===== config.mk =====
export PLATFORM = sky130hd
export DESIGN_NAME = syzygy_dac_nco
export DESIGN_NICKNAME = d
export VERILOG_FILES = /design/src/rtl/syzygy_dac_nco.sv
export SDC_FILE = /design/constraint.sdc
export NUM_CORES = 1
export LEC_CHECK = 0
export CAP_MARGIN = 20
export CORE_AREA = 3 3 106 108
export DETAILED_ROUTE_END_ITERATION = 6
export DIE_AREA = 0 0 109 111
export PLACE_DENSITY = 0.92
export SLEW_MARGIN = 40
export SYNTH_ARGS = -nofsm -noshare
export SYNTH_HDL_FRONTEND = slang
export SYNTH_SLANG_ARGS = --single-unit

===== constraint.sdc =====
create_clock -name clk -period 2.6 [get_ports clk]
set_input_delay 0.26 -clock clk [delete_from_list [all_inputs] [get_ports clk]]
set_output_delay 0.26 -clock clk [all_outputs]
set_load 0.05 [all_outputs]

===== src/rtl/syzygy_dac_nco.sv =====
// ---------------------------------------------------------------------------
// syzygy_dac_nco
//   Numerically controlled oscillator that feeds an offset-binary DAC from an
//   external quarter-wave sine ROM. It has five stages:
//     S0 step    = freq_inc + inc_delta (mod 2^28)
//     S1 phase   = phase + step (mod 2^28), or 0 on phase_clr
//     S2 rom_addr from phase[25:16], mirrored in odd quadrants
//     S3 external ROM returns rom_data
//     S4 dac_data = 0x800 +/- magnitude, with the sign taken from the quadrant
//
// Ports
//   clk        in   1   clock, rising edge
//   reset      in   1   asynchronous active-high reset
//   dis        in   1   synchronous output disable (level)
//   phase_clr  in   1   one-cycle pulse that zeroes the accumulator
//   freq_inc   in  28   unsigned carrier increment per clock
//   inc_delta  in  28   signed FM offset added to freq_inc
//   rom_addr   out 10   quarter-wave ROM address (registered)
//   rom_data   in  11   ROM magnitude, valid one cycle after rom_addr
//   dac_data   out 12   offset-binary DAC sample (registered)
//   dac_valid  out  1   dac_data is derived from live phase
// ---------------------------------------------------------------------------
module syzygy_dac_nco (
    input  logic        clk,
    input  logic        reset,
    input  logic        dis,
    input  logic        phase_clr,
    input  logic [27:0] freq_inc,
    input  logic [27:0] inc_delta,
    output logic [9:0]  rom_addr,
    input  logic [10:0] rom_data,
    output logic [11:0] dac_data,
    output logic        dac_valid
);

    logic [27:0] step_q,  step_d;
    logic [27:0] phase_q, phase_d;
    logic [1:0]  quad1_q, quad1_d;   // quadrant travelling alongside rom_addr
    logic [1:0]  quad2_q, quad2_d;   // quadrant aligned with rom_data
    logic [9:0]  addr_q,  addr_d;
    logic [11:0] dac_q,   dac_d;
    logic [3:0]  vld_q,   vld_d;

    logic [1:0]  quad;
    logic [9:0]  idx;

    assign quad = phase_q[27:26];
    assign idx  = phase_q[25:16];

    always_comb begin
        // The signed offset is added in two's complement, so a plain
        // 28-bit sum wraps correctly in both directions.
        step_d  = freq_inc + inc_delta;
        phase_d = phase_clr ? 28'h0 : phase_q + step_q;
        // The quarter-wave table is read backwards in quadrants 1 and 3.
        addr_d  = quad[0] ? ~idx : idx;
        quad1_d = quad;
        quad2_d = quad1_q;
        // The lower half-wave is mirrored around mid-scale.
        // 0x7FF - m and 0x800 + m both stay inside 12 bits for m <= 2047.
        dac_d   = quad2_q[1] ? (12'h7FF - {1'b0, rom_data})
                             : (12'h800 + {1'b0, rom_data});
        vld_d   = {vld_q[2:0], 1'b1};

        // dis takes priority over phase_clr. Because it flushes the whole
        // pipe, the phase restarts from 0 when dis is dropped.
        if (dis) begin
            step_d  = 28'h0;
            phase_d = 28'h0;
            addr_d  = 10'h0;
            quad1_d = 2'b00;
            quad2_d = 2'b00;
            dac_d   = 12'h800;
            vld_d   = 4'h0;
        end
    end

    always_ff @(posedge clk or posedge reset) begin
        if (reset) begin
            step_q  <= 28'h0;
            phase_q <= 28'h0;
            quad1_q <= 2'b00;
            quad2_q <= 2'b00;
            addr_q  <= 10'h0;
            dac_q   <= 12'h800;
            vld_q   <= 4'h0;
        end else begin
            step_q  <= step_d;
            phase_q <= phase_d;
            quad1_q <= quad1_d;
            quad2_q <= quad2_d;
            addr_q  <= addr_d;
            dac_q   <= dac_d;
            vld_q   <= vld_d;
        end
    end

    assign rom_addr  = addr_q;
    assign dac_data  = dac_q;
    assign dac_valid = vld_q[3];

endmodule


==> impl_metrics.tcl <==
set metrics [dict create \
    cts.sinks 84 \
    min_period_over_period 0.965 \
    die-height_microns 111 \
    synth_edf_count 0 \
    start_util 0.541 \
    syn_area_sq_mm 0.00559 \
    numPortBuffers 93 \
    synth.largest_area_cell "dfrtp_1" \
    cts.clk_slew.worst_paths_ps 80 \
    drv_slew 0 \
    worstMarginPinSlew_ps 569 \
    cts_buffer_depth 2 \
    globalRouteTotalUtil 0.242 \
    critPathMaxFanout 3 \
    gp_congestion 0.880 \
    diodes 0 \
    coreArea_sq_mm 0.0103 \
    synth_seq_area_share 0.377 \
    overflow 0 \
    status "completed" \
    dr_total_vias 4982 \
    total_power_mw 3.91 \
    cellPowerDensity_mw_per_mm2 537 \
    yosys-top-cells-count "nor2_1 (93), dfrtp_1 (83), ha_1 (54)" \
    switching_power_mw 1.25 \
    fin_crit_ps 2510 \
    antenna_found_initial 0 \
    max_slew_margin 0.620 \
    arrival_ps 2750 \
    die_w_microns 109 \
    critPathRequiredTime_ps 2840 \
    p_int_mw 2.66 \
    synth_top_area_share 0.372 \
    yosysMostFrequentCell "nor2_1" \
    ctsHoldBuffers 0 \
    cp-start-kind "primary input" \
    cap_violations 0 \
    dieArea_sq_mm 0.0121 \
    first_global_vias 5070 \
    critical_path_class "in2reg" \
    clockRootBuffer "clkbuf_8" \
    synth_nets 732 \
    dp_cells 858 \
    dp_hpwl_mm 10.9 \
    routed_wl_mm 14.1 \
    async_flop_share 1.00 \
    viasPerCell 5.69 \
    wl_per_cell_microns 16.1 \
    cts_tree "built" \
    seqPwrFrac 0.382 \
    numCtsBuffers 9 \
    nets 862 \
    pwr-share-comb 0.338 \
    drtAntennaViolNets 0 \
    area_growth_pct 30.3 \
    grt_max_degree 54 \
    clkLatencyLatePin_ps 360 \
    drtIter0Drc 158 \
    first_pass_iters 5 \
    syn-instance-count 605 \
    layout.cells.non_filler 876 \
    ys_types 65 \
    syn_area_per_cell_sq_um 9.23 \
    fmax_mhz 399 \
    drive_gt1_frac 0.134 \
    io_pins 94 \
    clkPwrFrac 0.280 \
    synth_flop_cell "dfrtp_1" \
    synthTopCellsByArea "dfrtp_1 (37%), ha_1 (12%), xnor2_1 (6.3%)" \
    skew_ps 8.35 \
    irDropWorstVdd_mv 0.268 \
    synth_seq_cells 84 \
    p_sw_frac 0.319 \
    yosys_warnings 0 \
    setup_viol 0 \
    hold_viol 0 \
    fp-row-count 37 \
    crit_path_end_kind "flop" \
    route.detailed.drc 0 \
    hp-class "in2reg" \
    h-tree-depth 3 \
    grt_pass1_wl_mm 23.5 \
    p_leak_nw 3.33 \
]
## sequential cells by signal, summed over array words and instances (netlist names)
register	count
step_q	28
quad1_q	1
dac_data	12
quad2_q	1
phase_q	28
rom_addr	10
vld_q	4
## placed cells by master (no fill, tap or decap), types with 4 or more instances in the layout
cell / synthesis / final
clkdlybuf4s50_1: 0 / 92
a211oi_1: 5 / 4
nand2_1: 32 / 32
ha_1: 54 / 53
mux2_1: 4 / 4
nor3b_1: 4 / 4
and3_1: 6 / 6
o21ai_0: 23 / 23
xnor2_1: 40 / 40
buf_4: 0 / 48
and2_1: 8 / 7
nand3_1: 15 / 15
xor2_1: 22 / 22
a21o_1: 18 / 18
inv_1: 13 / 12
dfrtp_1: 83 / 83
nor2b_1: 13 / 13
clkbuf_8: 0 / 9
nor2_1: 93 / 92
o21bai_1: 10 / 10
nand4_1: 6 / 6
nand2b_1: 4 / 4
a31oi_1: 8 / 7
a21oi_1: 51 / 50
nor3_1: 10 / 10
## final timing paths
kind / end / slack (ps) / depth (start not counted) / startpoint
hold / removal: vld_q[0]$_DFF_PP0_ / 240 / 2 / dis
setup / recovery: step_q[18]$_DFF_PP0_ / 90 / 10 / inc_delta[0]
max in group asynchronous: dac_data[11]$_DFF_PP1_ / 1630 / 3 / reset
setup reg to reg: phase_q[12]$_DFF_PP0_ / 120 / 10 / step_q[0]$_DFF_PP0_
hold reg to reg: vld_q[1]$_DFF_PP0_ / 480 / 1 / vld_q[0]$_DFF_PP0_
min in group asynchronous: rom_addr[7]$_DFF_PP0_ / 260 / 2 / reset
## metrics by stage
stage	hold slack, ps	utilization	setup slack, ps	cell area, sq um	TNS (ps)
after floorplan	351	-	139	5590	0
after global placement	441	0.674	-445	6960	-2510
after detailed placement	455	0.674	-502	6960	-3110
after CTS	234	0.699	1.90	7220	0
after global routing	249	0.705	-7.11	7280	-7.11
final	244	0.705	91.8	7280	0
## layout make-up
type                       count  area [sq um]
multi-input combinational    485          3410
fill                         788          3050
sequential                    84          2100
timing repair buffer         142          1310
tap                          136           170
clock buffer                  10           128
clock inverter                 6           113
inverter                      13          50.0
## cell families after synthesis
| group | after synthesis | synth area share |
|---|---|---|
| adders and majority gates | 56 | 0.128 |
| muxes | 5 | 0.0101 |
| AOI/OAI and AO/OA | 160 | 0.193 |
| xor gates and xnor gates | 62 | 0.0972 |
| DFF | 84 | 0.377 |
| and+or+nand+nor | 202 | 0.170 |
| buffers and inverters | 36 | 0.0253 |
## power groups by stage
stage                     clock [mW]  sequential, mW  combinational [mW]
after floorplan                    0            1.59               0.760
after global placement             0            1.51                1.23
after detailed placement           0            1.52                1.28
after CTS                       1.11            1.49                1.30
after global routing            1.17            1.50                1.46
final                           1.09            1.49                1.32
## layer usage
metal	GRT usage	wire, microns	vias to the layer above
li1	-	-	2400
met1	0.301	5930	2369
met2	0.403	6910	174
met3	0.0309	722	39
met4	0.128	535	0
met5	0	0	-
## repair_timing
item | CTS | global route
hold endpoints to repair | 0 | 0
setup buffers | 1 | 1
pin swaps | 1 | 9
resized for setup | 3 | 13
setup endpoints to repair | 2 | 13
## worst max-delay path, cell delays in order
cell	delay, ps
clkdlybuf4s50_1	410
ha_2	200
fa_2	390
a211oi_4	280
nor2_2	80
o31ai_2	250
and2_4	210
o21ai_2	70
a221oi_2	240
mux2_1	350
(Power assumes the default switching activity.)
